## src/rtl/core_pause_seq.sv

```systemverilog
// Core pause/single-step sequencer: drains the pipeline before declaring the core paused,
// and runs one-instruction steps from the paused state with a bounded drain.
module core_pause_seq #(
    parameter int DRAIN_MAX = 15
) (
    input  logic       i_clk,
    input  logic       i_rstn,
    input  logic       i_doPause,
    input  logic       i_stepReq,
    input  logic       i_coreIdle,
    input  logic       i_errClr,
    output logic       o_coreStall,
    output logic       o_corePaused,
    output logic       o_stepDone,
    output logic [7:0] o_stepCount,
    output logic       o_drainErr,
    output logic [2:0] o_state
);

    typedef enum logic [2:0] {
        RUN        = 3'd0,
        DRAIN      = 3'd1,
        PAUSED     = 3'd2,
        STEP       = 3'd3,
        STEP_DRAIN = 3'd4
    } state_t;

    localparam logic [7:0] CNT_LAST = 8'(DRAIN_MAX - 1);

    state_t     state;
    logic [7:0] drainCnt;
    logic       inDrain;
    logic       drainExit;
    logic       errSet;

    // Last budgeted cycle forces the exit even while the core is still busy.
    always_comb begin
        inDrain   = (state == DRAIN) || (state == STEP_DRAIN);
        drainExit = i_coreIdle || (drainCnt == CNT_LAST);
        errSet    = inDrain && !i_coreIdle && (drainCnt == CNT_LAST);
    end

    always_ff @(posedge i_clk or negedge i_rstn) begin
        if (!i_rstn) begin
            state       <= RUN;
            drainCnt    <= 8'd0;
            o_stepCount <= 8'd0;
            o_drainErr  <= 1'b0;
            o_stepDone  <= 1'b0;
        end else begin
            o_stepDone <= 1'b0;
            if (errSet)
                o_drainErr <= 1'b1;
            else if (i_errClr)
                o_drainErr <= 1'b0;

            case (state)
                RUN: begin
                    if (i_doPause) begin
                        state       <= DRAIN;
                        drainCnt    <= 8'd0;
                        o_stepCount <= 8'd0;
                    end
                end
                DRAIN, STEP_DRAIN: begin
                    if (drainExit) begin
                        state <= PAUSED;
                        if (state == STEP_DRAIN) begin
                            o_stepDone  <= 1'b1;
                            o_stepCount <= o_stepCount + 8'd1;
                        end
                    end else begin
                        drainCnt <= drainCnt + 8'd1;
                    end
                end
                PAUSED: begin
                    if (!i_doPause)
                        state <= RUN;
                    else if (i_stepReq)
                        state <= STEP;
                end
                STEP: begin
                    state    <= STEP_DRAIN;
                    drainCnt <= 8'd0;
                end
                default: state <= RUN;
            endcase
        end
    end

    // Pure state decodes: nothing here may see an input directly.
    assign o_state      = state;
    assign o_coreStall  = (state == DRAIN) || (state == PAUSED) || (state == STEP_DRAIN);
    assign o_corePaused = (state == PAUSED);

endmodule

```

## config.mk

```make
export PLATFORM = sky130hd
export DESIGN_NAME = core_pause_seq
export DESIGN_NICKNAME = d
export VERILOG_FILES = /design/src/rtl/core_pause_seq.sv
export SDC_FILE = /design/constraint.sdc
export NUM_CORES = 1
export LEC_CHECK = 0
export CORE_MARGIN = 1.5
export CORE_UTILIZATION = 54
export CTS_BUF_LIST = sky130_fd_sc_hd__clkbuf_4 sky130_fd_sc_hd__clkbuf_8
export DETAILED_ROUTE_END_ITERATION = 10
export PLACE_DENSITY = 0.86
export SETUP_SLACK_MARGIN = 0.4
export SYNTH_ARGS = -nofsm -noshare
export SYNTH_HDL_FRONTEND = slang
export SYNTH_SLANG_ARGS = --single-unit
export TNS_END_PERCENT = 1
```

## constraint.sdc

```tcl
create_clock -name i_clk -period 2.4 [get_ports i_clk]
set_input_delay 0.48 -clock i_clk [delete_from_list [all_inputs] [get_ports i_clk]]
set_output_delay 0.48 -clock i_clk [all_outputs]
set_load 0.005 [all_outputs]
```

# Word-level counts from Yosys, hierarchy flattened
# Index checks and enable logic that the tools add are counted.
dict set report classes {
  add_sub_neg 2
  n_eq_ne 10
  n_mux 16
  reduce_logical 15
}
# operator count
set ops {}
lappend ops {{$mux 8} 4}
lappend ops {{$pmux 8 s3} 1}
lappend ops {{$add 8x1->8 const B} 2}
lappend ops {{$pmux 8 s2} 1}
lappend ops {{$mux 3} 4}
lappend ops {{$pmux 3 s4} 1}
lappend ops {{$eq 8x4->1 const B} 1}
lappend ops {{$ne 2x2->1 const B} 4}
lappend ops {{$eq 3x2->1 const B} 2}
lappend ops {{$reduce_and 3->1} 2}
lappend ops {{$mux 1} 5}
lappend ops {{$logic_or 1x1->1} 4}
lappend ops {{$reduce_and 4->1} 1}
lappend ops {{$reduce_bool 2->1} 2}
lappend ops {{$eq 3x1->1 const B} 1}
lappend ops {{$eq 3x3->1 const B} 1}
lappend ops {{$logic_not 3->1} 1}
lappend ops {{$ne 3x3->1 const B} 1}
lappend ops {{$reduce_bool 3->1} 1}
lappend ops {{$logic_and 1x1->1} 2}
lappend ops {{$reduce_or 2->1} 1}
lappend ops {{$logic_not 1->1} 1}
dict set report totals {
  register_bits 21
  inputBits 6
  output_inout_bits 15
  elab_cells 48
}

# Longest topological paths before layout
# Gate-level depths: netlist of the first run.
dict set report logic_depth {
  ltp_word 5
  mapped_depth 7
  depth_no_buf 6
}

# Worst setup path before layout of the first run
# OpenSTA, ideal clock, no wires.
dict set report synth_timing {
  kind {flip-flop to flip-flop}
  start {register drainCnt[0]}
  end {register o_stepCount[4]}
  t_arrival_ns 1.740
  t_required_ns 2.279
  path_slack_ns 0.539
  path_stages_with_launch 8
  n_path_buf 1
  path_cell_list {dfrtp_1 inv_1 ha_1 or4b_4 o31ai_4 buf_2 a21oi_1 o22a_1}
}
dict set report synth_between {
  elab_chain_cells 4
}
# element line_no
set synth_rtl {}
lappend synth_rtl {{start, declared} 31} ;# logic [7:0] drainCnt;
lappend synth_rtl {{start signal, assigned} 73} ;# drainCnt <= drainCnt + 8'd1;
lappend synth_rtl {{$eq 8x4->1} 39} ;# drainExit = i_coreIdle || (drainCnt == CNT_LAST);
lappend synth_rtl {{$logic_or 1x1->1} 39}
lappend synth_rtl {{$ne 2x2->1 (no line)} n/a}
lappend synth_rtl {{$reduce_and 4->1 (no line)} n/a}
lappend synth_rtl {{end signal, assigned} 70} ;# o_stepCount <= o_stepCount + 8'd1;
lappend synth_rtl {{end, declared} 15} ;# output logic [7:0] o_stepCount,
# Every way passes these cells.
# A chain may end at the register's enable or synchronous reset.

# Final worst setup path of the first run
dict set report layout_timing {
  start {register drainCnt[0]}
  end {register drainCnt[3]}
}
dict set report layout_between {
  elab_chain_cells 4
}
# element
set layout_rtl {}
lappend layout_rtl {{parallel branches: the longest is 4 deep, another holds $add 8x1->8}}
# Parallel ways; which one is timed is not known. The select of a mux whose other input is x is not followed.

==> impl_metrics.toml, run 1 <==
[outcome]
status = "finished clean"

[final_layout]
layout_common_cells = "dfrtp_1 (20), clkdlybuf4s50_1 (18), buf_4 (9)"
areaGrowthSynthToFinish_pct = 26.7
mostFrequentLayoutCell = "dfrtp_1"
regArea_um2 = 527
nFillCells = 170
diodes = 0
multi_input_area_um2 = 642
final_cells = 181
fin_util_pct = 71.5
drive_gt1_share_pct = 16.3
final_nets = 163

[floorplan]
io_pins = 21
core_mm2 = 0.00217
die_h_um = 50.6
start_util_pct = 56.5
die-area_mm2 = 0.00256
num_rows = 17
die_w_um = 50.6

[global_routing]
grt_pass1_wl_mm = 4.83
first_global_vias = 1107
overflow = 0
grt.total_usage_pct = 25.1
grt_max_degree = 22
antenna_found_initial = 0

[run]
drv_cap = 0

[critical_path]
reg2reg_from = "drainCnt[0]"
reg2reg_to = "drainCnt[3]"
cp_slowest_cell = "or4b_4"
start_kind = "flip-flop"
r2r_slack_ns = 0.36
path_class = "flip-flop to flip-flop"
critPathMaxFanout = 10
worstPathRequired_ns = 2.64
cp-end-kind = "flip-flop"
crit_end = "drainCnt[3]"
arrival_ns = 2.27
critPathMaxStageDelay_ns = 0.48
path_delay_family = "compound AO/OA/AOI/OAI gates"
r2r_cells = 6
crit_path_cell_trace = "inv_1 > ha_1 > or4b_4 > o31a_1 > a31o_1 > a31oi_1"
critPathBufInv = 1
setup.worst_path.start = "drainCnt[0]"
cp.depth = 6

[synth]
synth_edf_count = 0
ys_ff_latch = 21
avgSynthCellArea_um2 = 9.80
yosys_warnings = 0
syn_nets = 134
ys_types = 46
synth_area_mm2 = 0.00122
ys_seq_area_share_pct = 42.9
synth_ff_type = "dfrtp_1"
async_reset_ff_share_pct = 100
synthCells = 125

[timing]
worst_slack_ns = 0.365
fin_skew_ns = 0.00893
fin_tns_setup_ns = 0
hold_viol = 0
fmax_ghz = 0.491
drv_slew = 0
min_period_ns = 2.04
finalSetupViolations = 0
max_slew_margin_pct = 73.4
finalCritPeriodShare_pct = 84.8
rsz0062_at_grt = "true"
worst_pin_slew_ns = 0.398

[detailed_routing]
dr_total_vias = 1099
drc = 0
wl_per_cell_um = 15.7
detailedRoute.firstIterationViolations = 42
antenna_left = 0
drtPass1Iterations = 4
wirelength_mm = 2.84
routed_via_density = 6.07

[placed_design]
portBuffers = 20
dp_worst_setup_slack_ns = 0.344
dp.cells = 173
dp_hpwl_mm = 1.93
gp_congestion = 0.808

[worst_hold_path]
min-delay-path-class = "input pin to asynchronous set/reset pin"

[clock_network]
cts_tree = "done"
clkSinkCount = 21
clk_pin_slew_ns = 0.12
htree_levels = 1
clockBufferDepth = 2
cts_root_buf = "clkbuf_4"
cts-hold-fix-buffers = 0
cts_made_buffers = 3
clk_latency_ns = 0.31

[pwr]
p_per_area_mw_per_mm2 = 999
p_leak_nw = 0.700
ir_worst_vdd_mv = 0.892
[kinds of logic (layout without fill, tap and decap cells)]
group           after synthesis  in the layout  share of synthesized area [%]
compound gates               38             38                           24.3
xor+xnor                      1              1                          0.715
fa+ha+maj                     3              3                           3.06
simple gates                 47             47                           22.3
flops                        21             21                           42.9
mux                           1              1                          0.919
buf+inv                      14             42                           5.82
[what timing repair did]
item | 4_1_cts | 5_1_grt
pin swaps | 2 | 0
setup endpoints to repair | 5 | 16
resized for setup | 7 | 1
setup buffers | 2 | 2
cloned | 0 | 0
[Yosys cell counts (2+ instances only)]
library cell,instances,area [um^2]
ha_1,3,37.5
dfrtp_1,21,526
inv_1,7,26.3
a21boi_0,3,22.5
a21o_1,3,22.5
nor3_1,8,40.0
or3_1,2,12.5
nand2b_1,2,12.5
and3_1,5,31.3
a21oi_1,2,10.0
nand3_1,5,25.0
buf_2,3,15.0
nand3b_1,2,15.0
nor2_1,5,18.8
and2_1,2,12.5
a221o_1,2,20.0
clkbuf_1,2,7.51
nand2_1,8,30.0
a31oi_1,6,37.5
buf_6,2,22.5
o22a_1,2,17.5
o21ai_0,6,30.0
[sequential cells by signal, indices dropped and copies added (netlist names)]
register and count:
drainCnt 8, o_stepCount 8, o_state 3, o_stepDone 1, o_drainErr 1
[worst min path at each step]
stage,startpoint,endpoint,slack (ns)
after floorplan,i_rstn,drainCnt[0],0.18
after global placement,o_drainErr,o_drainErr,0.48
after detailed placement,o_drainErr,o_drainErr,0.52
after CTS,i_rstn,drainCnt[3],0.48
after global routing,i_rstn,drainCnt[3],0.52
final,i_rstn,o_stepCount[3],0.49
[where the power goes]
group	switching (mW)	internal, mW	total [mW]
logic	0.436	0.418	0.854
clock network	0.112	0.0637	0.176
registers	0.0880	0.432	0.520
[through the flow]
stage	hold slack, ns	area (um^2)	power (mW)
5_1_grt	0.520	1550	1.67
2_1_floorplan	0.184	1220	0.985
4_1_cts	0.482	1530	1.52
3_5_place_dp	0.517	1470	1.28
3_3_place_gp	0.481	1470	1.24
6_report	0.492	1550	1.55
[final cells by class]
cell class                      count  area share, %
Multi-Input combinational cell     90           41.4
Clock buffer                        3           1.45
Inverter                            7           1.69
Tap cell                           28           2.26
Clock inverter                      1          0.484
Timing Repair Buffer               31           18.8
Sequential cell                    21           34.0
[routing by layer]
metal  track usage, %  routed length (um)  vias to the layer above
li1                 -                   -                      525
met1             31.0                1260                      524
met2             42.3                1360                       46
met3             6.85                 182                        4
met4             8.11                  38                        0
met5                0                   0                        -
Power figures use the tool's default switching activity.
==> run 2: changes to the inputs <==
--- a/config.mk
+++ b/config.mk
@@ -6,10 +6,10 @@
 export NUM_CORES = 1
 export LEC_CHECK = 0
 export CORE_MARGIN = 1.5
-export CORE_UTILIZATION = 54
+export CORE_UTILIZATION = 49
 export CTS_BUF_LIST = sky130_fd_sc_hd__clkbuf_4 sky130_fd_sc_hd__clkbuf_8
 export DETAILED_ROUTE_END_ITERATION = 10
-export PLACE_DENSITY = 0.86
+export PLACE_DENSITY = 0.83
 export SETUP_SLACK_MARGIN = 0.4
 export SYNTH_ARGS = -nofsm -noshare
 export SYNTH_HDL_FRONTEND = slang
==> constraint.sdc (replaced) <==
create_clock -name i_clk -period 1.7 [get_ports i_clk]
set_input_delay 0.34 -clock i_clk [delete_from_list [all_inputs] [get_ports i_clk]]
set_output_delay 0.34 -clock i_clk [all_outputs]
set_load 0.005 [all_outputs]
==> impl_metrics.toml, run 2 (same netlist as run 1, synthesis figures left out) <==
[worst_hold_path]
min-delay-path-class = "input pin to asynchronous set/reset pin"

[clock_network]
cts_root_buf = "clkbuf_4"
cts_tree = "done"
clkSinkCount = 21
clk_latency_ns = 0.30
cts_made_buffers = 3
clk_pin_slew_ns = 0.12
cts-hold-fix-buffers = 0
htree_levels = 1
clockBufferDepth = 2

[critical_path]
setup.worst_path.start = "drainCnt[0]"
path_class = "flip-flop to flip-flop"
critPathMaxStageDelay_ns = 0.49
path_delay_family = "compound AO/OA/AOI/OAI gates"
critPathMaxFanout = 6
critPathBufInv = 1
start_kind = "flip-flop"
reg2reg_from = "drainCnt[0]"
arrival_ns = 2.15
crit_path_cell_trace = "inv_1 > ha_1 > or4b_4 > o31ai_4 > o21ai_2 > a221o_1"
cp-end-kind = "flip-flop"
worstPathRequired_ns = 1.90
cp_slowest_cell = "or4b_4"

[timing]
max_slew_margin_pct = 74.7
fin_tns_setup_ns = -3.29
worst_slack_ns = -0.253
min_period_ns = 1.95
fmax_ghz = 0.512
drv_slew = 0
worst_pin_slew_ns = 0.380
rsz0062_at_grt = "true"
fin_skew_ns = 0.00671
hold_viol = 0
finalCritPeriodShare_pct = 115
finalSetupViolations = 22

[run]
drv_cap = 0

[detailed_routing]
drtPass1Iterations = 4
antenna_left = 0
wl_per_cell_um = 16.1
routed_via_density = 5.99
detailedRoute.firstIterationViolations = 30
wirelength_mm = 3.14
dr_total_vias = 1169
drc = 0

[floorplan]
die_w_um = 53
num_rows = 17
start_util_pct = 53.8
io_pins = 21
die_h_um = 53
core_mm2 = 0.00228
die-area_mm2 = 0.00281

[final_layout]
nFillCells = 179
final_cells = 195
areaGrowthSynthToFinish_pct = 33.0
layout_common_cells = "dfrtp_1 (21), buf_4 (21), inv_1 (7), nand2_1 (7), clkdlybuf4s50_1 (7)"
diodes = 0
final_nets = 177
drive_gt1_share_pct = 31.1
fin_util_pct = 71.6

[global_routing]
grt_pass1_wl_mm = 5.35
grt.total_usage_pct = 26.4
overflow = 0
grt_max_degree = 22
first_global_vias = 1156
antenna_found_initial = 0

[placed_design]
dp_worst_setup_slack_ns = -0.233
dp.cells = 189
gp_congestion = 0.866
dp_hpwl_mm = 2.18
portBuffers = 20

[pwr]
power_switching_share_pct = 40.2
ir_worst_vdd_mv = 1.00
p_int_mw = 1.42
p_per_area_mw_per_mm2 = 1460
seqPwrFrac_pct = 31.2
power.total_mw = 2.38
comb_power_share_pct = 58.0
p_leak_nw = 0.787
p_sw_uw = 957
p_clk_share_pct = 10.8

[outcome]
violations = "setup timing"
status = "finished with violations"
run 2: cell type report:
cell class	count	area, um^2	area share, %
Multi-Input combinational cell	90	654	40.2
Sequential cell	21	526	32.3
Timing Repair Buffer	45	358	22.0
Tap cell	28	35.0	2.15
Clock buffer	4	30.0	1.84
Inverter	7	26.3	1.61
run 2: timing repair:
action	4_1_cts	5_1_grt
gates cloned	0	0
setup buffers	2	0
pin swaps	3	4
setup endpoints to repair	36	30
gates resized for setup	52	4
run 2: layer usage:
layer  part of all wire, %  vias to the layer above  track usage [%]  wire [um]
li1                      -                      555                -          -
met1                    43                      551             34.8       1360
met2                    48                       56             42.1       1510
met3                   6.8                        7             3.95        212
met4                   1.6                        0             12.8         51
met5                     0                        -                0          0
run 2: final timing paths:
kind | to | slack (ns) | cells past startpoint
setup / recovery | o_stepCount[6] | -0.25 | 6
hold / removal | o_stepCount[2] | 0.37 | 2
setup reg to reg | o_stepCount[6] | -0.25 | 6
hold reg to reg | o_drainErr | 0.53 | 1
max in group asynchronous | o_state[1] | 1.12 | 2
min in group i_clk | o_drainErr | 0.53 | 1
run 2: power by group through the flow:
stage | Sequential (mW) | Clock (mW) | Combinational, mW
after global routing | 0.759 | 0.292 | 1.49
after CTS | 0.736 | 0.267 | 1.37
after floorplan | 0.713 | 0 | 0.678
after detailed placement | 0.742 | 0 | 1.29
after global placement | 0.729 | 0 | 1.24
final | 0.742 | 0.257 | 1.38
run 2: metrics by stage:
| stage | hold slack [ns] | area [um^2] |
|---|---|---|
| after floorplan | 0.0444 | 1220 |
| after global placement | 0.473 | 1590 |
| after detailed placement | 0.518 | 1590 |
| after CTS | 0.372 | 1640 |
| after global routing | 0.388 | 1630 |
| final | 0.367 | 1630 |
